$ cat src/rtl/subroutine_ctrl_pkg.sv
// subroutine_ctrl_pkg: opcodes, state encoding and stack geometry shared by the call/return sequencer and the PC stack.
package subroutine_ctrl_pkg;
  localparam int ADDR_W = 12;
  localparam int SP_W = 3;
  localparam int DEPTH = 8;
  localparam logic [3:0] OP_JMS = 4'h5;
  localparam logic [3:0] OP_BBL = 4'hC;
  typedef enum logic [2:0] {
    S_IDLE,
    S_JMS_WAIT2,
    S_JMS_EXEC,
    S_BBL_POP,
    S_BBL_LOAD,
    S_FAULT
  } state_e;
endpackage

$ cat src/rtl/subroutine_ctrl.sv
// subroutine_ctrl: JMS/BBL call-return sequencer driving the PC stack, PC and accumulator loads.
// Outputs are decoded from registered state; FAULT is sticky until reset.
module subroutine_ctrl #(
  parameter int ADDR_W = subroutine_ctrl_pkg::ADDR_W,
  parameter int SP_W = subroutine_ctrl_pkg::SP_W,
  parameter int DEPTH = subroutine_ctrl_pkg::DEPTH
) (
  input  logic              clk,
  input  logic              rstN,
  input  logic              instValid,
  input  logic [7:0]        instByte,
  input  logic [ADDR_W-1:0] pcRet,
  input  logic              flush,
  input  logic [SP_W-1:0]   stackSp,
  input  logic [ADDR_W-1:0] stackPcOut,
  output logic              stackPush,
  output logic              stackPop,
  output logic [ADDR_W-1:0] stackPcIn,
  output logic              pcLoad,
  output logic [ADDR_W-1:0] pcLoadValue,
  output logic              accLoad,
  output logic [3:0]        accData,
  output logic              busy,
  output logic              fault
);
  import subroutine_ctrl_pkg::*;

  state_e            state_q, state_d;
  logic [3:0]        hi_q, hi_d, acc_q, acc_d;
  logic [ADDR_W-1:0] target_q, target_d, ret_q, ret_d;

  always_ff @(posedge clk or negedge rstN) begin
    if (!rstN) begin
      state_q  <= S_IDLE;
      hi_q     <= '0;
      acc_q    <= '0;
      target_q <= '0;
      ret_q    <= '0;
    end else begin
      state_q  <= state_d;
      hi_q     <= hi_d;
      acc_q    <= acc_d;
      target_q <= target_d;
      ret_q    <= ret_d;
    end
  end

  always_comb begin
    state_d  = state_q;
    hi_d     = hi_q;
    acc_d    = acc_q;
    target_d = target_q;
    ret_d    = ret_q;
    case (state_q)
      S_IDLE: begin
        if (instValid && !flush && instByte[7:4] == OP_JMS) begin
          hi_d    = instByte[3:0];
          state_d = S_JMS_WAIT2;
        end else if (instValid && !flush && instByte[7:4] == OP_BBL) begin
          acc_d   = instByte[3:0];
          state_d = (stackSp == '0) ? S_FAULT : S_BBL_POP;
        end
      end
      S_JMS_WAIT2: begin
        if (flush) state_d = S_IDLE;
        else if (instValid) begin
          target_d = ADDR_W'({hi_q, instByte});
          ret_d    = pcRet;
          state_d  = (stackSp == SP_W'(DEPTH - 1)) ? S_FAULT : S_JMS_EXEC;
        end
      end
      S_BBL_POP: state_d = flush ? S_IDLE : S_BBL_LOAD;
      S_FAULT:   state_d = S_FAULT;
      default:   state_d = S_IDLE;
    endcase
  end

  // Pop data arrives from the stack register one cycle after the pop strobe.
  always_comb begin
    stackPush   = state_q == S_JMS_EXEC;
    stackPop    = state_q == S_BBL_POP;
    pcLoad      = state_q == S_JMS_EXEC || state_q == S_BBL_LOAD;
    accLoad     = state_q == S_BBL_LOAD;
    busy        = state_q != S_IDLE;
    fault       = state_q == S_FAULT;
    stackPcIn   = stackPush ? ret_q : '0;
    pcLoadValue = stackPush ? target_q : accLoad ? stackPcOut : '0;
    accData     = accLoad ? acc_q : '0;
  end
endmodule
$ cat config.mk
export PLATFORM = sky130hd
export DESIGN_NAME = subroutine_ctrl
export DESIGN_NICKNAME = d
export VERILOG_FILES = /design/src/rtl/subroutine_ctrl_pkg.sv /design/src/rtl/subroutine_ctrl.sv
export SDC_FILE = /design/constraint.sdc
export NUM_CORES = 1
export LEC_CHECK = 0
export BUFFER_PORTS_ARGS = -buffer_cell sky130_fd_sc_hd__buf_2
export CORE_UTILIZATION = 47
export DETAILED_ROUTE_END_ITERATION = 8
export GPL_ROUTABILITY_DRIVEN = 0
export PLACE_DENSITY = 0.79
export SYNTH_ARGS = -nofsm -noshare
export SYNTH_HDL_FRONTEND = slang
export SYNTH_SLANG_ARGS = --single-unit
$ cat constraint.sdc
create_clock -name clk -period 2 [get_ports clk]
set_clock_uncertainty 0.1 [all_clocks]
set_input_delay 0.2 -clock clk [delete_from_list [all_inputs] [get_ports clk]]
set_output_delay 0.2 -clock clk [all_outputs]
set_load 0.01 [all_outputs]
==> impl_summary.md <==
Global route
The number of global-route vias before repair is roughly 1,500. The final global-route overflow total is 0. The global-route wire length before repair is 6740 µm.

The number of antenna violations at the first check in global routing is 0. Across every metal layer, demand over resource in global routing totals 0.223. Entering global routing, the biggest net connects 36 pins.

Clock network
The clock latency of the later-clocked register in the worst-skew pair is roughly 0.34 ns. The clock tree from TritonCTS is built. The clock transition at the registers of the reported paths is 0.11 ns. The root buffer cell is sky130_fd_sc_hd__clkbuf_4. The clock tree synthesis step divided the H-tree into 2 levels. The number of clock buffers added by TritonCTS is 5. The clock passes through at most 2 buffers. The total number of clock tree sinks is 35.

Synth
The synthesized area per cell is 12.6 µm². Summing every instance area after synthesis gives 0.00171 mm². During synthesis, Yosys emitted a total of 0 warnings.

The most used flip-flop cell after synthesis is sky130_fd_sc_hd__dfrtp_1. Yosys mapped a number of flops with a built-in enable equal to 0. Counting instances in the post-synthesis netlist gives the leading cell types as sky130_fd_sc_hd__dfrtp_1, sky130_fd_sc_hd__mux2_2, sky130_fd_sc_hd__a22o_1, sky130_fd_sc_hd__and2_1.

Ranked by total cell area, the synthesized netlist is headed by sky130_fd_sc_hd__dfrtp_1, sky130_fd_sc_hd__mux2_2, sky130_fd_sc_hd__a22o_1, sky130_fd_sc_hd__and2_1, sky130_fd_sc_hd__mux2_1. The number of different library cells used by synthesis comes to 34. The number of nets handed over by synthesis was 175. The count of state elements after synthesis is 35. The dominant cell by count in the synthesized netlist is sky130_fd_sc_hd__dfrtp_1. Counting every instance in the synthesized netlist gives 136. The post-synthesis async set-or-reset flop share is 1.00. The synthesized design spends more area on one cell type than any other, namely sky130_fd_sc_hd__dfrtp_1. The sequential-to-total area share from yosys stat is 0.511. The share of synthesized area in the top cell type comes to 0.511.

Setup path
Along the worst path, the maximum fanout reaches 11. The category of the worst setup path capture point is a primary output. In this run the critical register-to-register path is captured at ret_q[2]$_DFFE_PN0P_.

The worst setup path is of the register to primary output kind. The data required time at the worst endpoint is 1.70 ns. The startpoint of the worst-slack reg-to-reg timing path is state_q[2]$_DFFE_PN0P_. The number of cells on the worst reg-to-reg path is 5. The worst path arrival time is roughly 1.6 ns.

The register-to-register setup slack is around 0.13 ns. The worst setup path is launched from a register.

Run status
The run finished with clean final reports.

Finish
The number of antenna diodes in the final layout is 0. The area growth from synthesis to layout is 43.2%. The number of standard cells in the final layout excluding fillers is 285. In the final layout, the share of cells above drive strength 1 is 0.548. In the final design database the tool counted ~280 nets.

The finished cells cover 0.00245 mm².

Timing
In this run the tightest slew margin relative to its limit is 0.504. Of the available clock period, the critical path in the final layout requires 0.962. Setup violations remaining at the end of the flow were counted as 0. The number of hold violations in the final report is 0. The clock period minus final worst setup slack is between 1.5 and 2 ns. The worst slack on hold paths is 0.0205 ns. Setup repair after global routing could not meet its margin everywhere. The maximum frequency from static timing analysis is around 0.52 GHz. The number of max-slew violations in the final report is 0. At the pin with the least slew margin, the transition time is 0.745 ns.

Routing
In this run the remaining antenna-violating nets after routing total 0. After detailed routing, the number of remaining DRC violations is 0. In the routed layout, each cell is associated on average with a via count of 5.26.

The mean routed wirelength per cell is 14.1 µm. The final layout contains routed wiring with a total length of 4020 µm. For this run, the detailed router's first-pass iteration total came to 4. For this block, the via count after detailed routing is 1,498. The first routing iteration left 27 violations.

Floorplanning
The floorplan step set the die width to slightly above 60 µm. The boundary pin count is 73. The die footprint is about 0.0039 mm². The total area inside the core boundary comes to 0.00342 mm². The initial core utilization is 0.501.

The die is approximately 62 µm tall. The standard-cell row count is 21.

Power and ir drop
The analysis attributes to cell leakage a power of roughly 1.3 nW. Across the VDD grid, the largest voltage drop is 0.642 mV. For this design the ratio of total power to cell area is 1040 mW/mm².

Min path
The worst hold-check path type is input pin to register. The start point of the worst min-delay path is instByte[3]. The sink of the worst hold path is acc_q[3]$_DFFE_PN0P_. The cell depth of the worst min-delay path is 2.

Job
The number of max-cap violations is 0.

Placement
In this run the cell area measured after placement is 0.00213 mm². In this run the tool buffered the top-level ports with 72 buffer cells. Including well taps, the total number of placed cells is 252. The final HPWL from detailed placement is 2710 µm.
-- cell type report --
cell class                      instances  area (µm²)
Timing Repair Buffer                  100         631
Clock inverter                          2        12.5
Clock buffer                            6        41.3
Multi-Input combinational cell         94         825
Sequential cell                        35         878
Inverter                                2        7.51
Tap cell                               46        57.6
Fill cell                             232         963
-- layer usage --
metal	vias to the layer above	share of wire	GRT usage
met2	79	0.49	0.396
met1	709	0.42	0.256
met5	-	0	0
li1	698	-	-
met3	12	0.074	0.0712
met4	0	0.018	0.0669
-- sequential cells by signal, indices dropped and copies added, names as in the netlist --
register,cells
hi_q,4
ret_q,12
target_q,12
state_q,3
acc_q,4
-- repair_timing --
| action | in CTS | in global routing |
|---|---|---|
| endpoints found under the setup margin | 25 | 22 |
| hold buffers | 15 | 3 |
| setup buffers | 7 | 0 |
| hold endpoints to repair | 49 | 3 |
| pin swaps | 1 | 1 |
| resized for setup | 7 | 6 |
-- power breakdown --
part	internal (mW)	total, mW	switching (mW)
clock	0.136	0.375	0.240
combinational	0.569	1.01	0.445
sequential	1.00	1.16	0.152
-- critical path, cell delays in order, from the launching register on --
cell	delay [ns]
sky130_fd_sc_hd__dfrtp_2	0.39
sky130_fd_sc_hd__and2b_2	0.23
sky130_fd_sc_hd__and2_4	0.17
sky130_fd_sc_hd__buf_6	0.13
sky130_fd_sc_hd__a22o_1	0.22
sky130_fd_sc_hd__buf_2	0.13
-- worst max path at each step --
stage,to,start,slack (ns),cells past startpoint
global route,stackPcIn[2],state_q[2]$_DFFE_PN0P_,-0.0005,5
global placement,ret_q[10]$_DFFE_PN0P_,state_q[1]$_DFFE_PN0P_,0.24,4
finish,pcLoadValue[5],state_q[0]$_DFFE_PN0P_,0.08,5
floorplan,acc_q[0]$_DFFE_PN0P_,state_q[2]$_DFFE_PN0P_,0.32,4
detailed placement,ret_q[7]$_DFFE_PN0P_,state_q[1]$_DFFE_PN0P_,0.13,4
CTS,pcLoadValue[5],state_q[2]$_DFFE_PN0P_,0.02,5
-- cells in the final DEF, fill, tap and decap left out, types with 2 or more instances in the layout --
master	instances
sky130_fd_sc_hd__dfrtp_1	33
sky130_fd_sc_hd__clkbuf_4	5
sky130_fd_sc_hd__nor2_1	4
sky130_fd_sc_hd__a21oi_1	2
sky130_fd_sc_hd__buf_2	72
sky130_fd_sc_hd__nand2b_1	3
sky130_fd_sc_hd__dfrtp_2	2
sky130_fd_sc_hd__mux2_1	4
sky130_fd_sc_hd__buf_6	4
sky130_fd_sc_hd__dlygate4sd3_1	18
sky130_fd_sc_hd__and2_1	11
sky130_fd_sc_hd__mux2_2	28
sky130_fd_sc_hd__nor3_1	2
sky130_fd_sc_hd__and3_1	4
sky130_fd_sc_hd__buf_4	6
sky130_fd_sc_hd__a31oi_1	2
sky130_fd_sc_hd__and2_4	2
sky130_fd_sc_hd__a22o_1	12
-- per-stage QoR --
step	TNS, ns	util	worst slack, ns	total power, mW
after floorplan	0	-	0.322	1.73
after global placement	0	0.624	0.239	2.00
after detailed placement	0	0.624	0.132	2.06
after CTS	0	0.704	0.0226	2.53
after global routing	-0.000503	0.718	-0.000503	2.73
final	0	0.718	0.0762	2.55
-- cells by family (layout without fill, tap and decap cells) --
kind of cell	Yosys count	in the layout	share of synthesized area
compound gates	21	21	0.102
xor+xnor	1	1	0.00511
buf+inv	7	110	0.0175
flops	35	35	0.511
mux	32	32	0.210
simple gates	40	40	0.154
(Power assumes the default switching activity.)
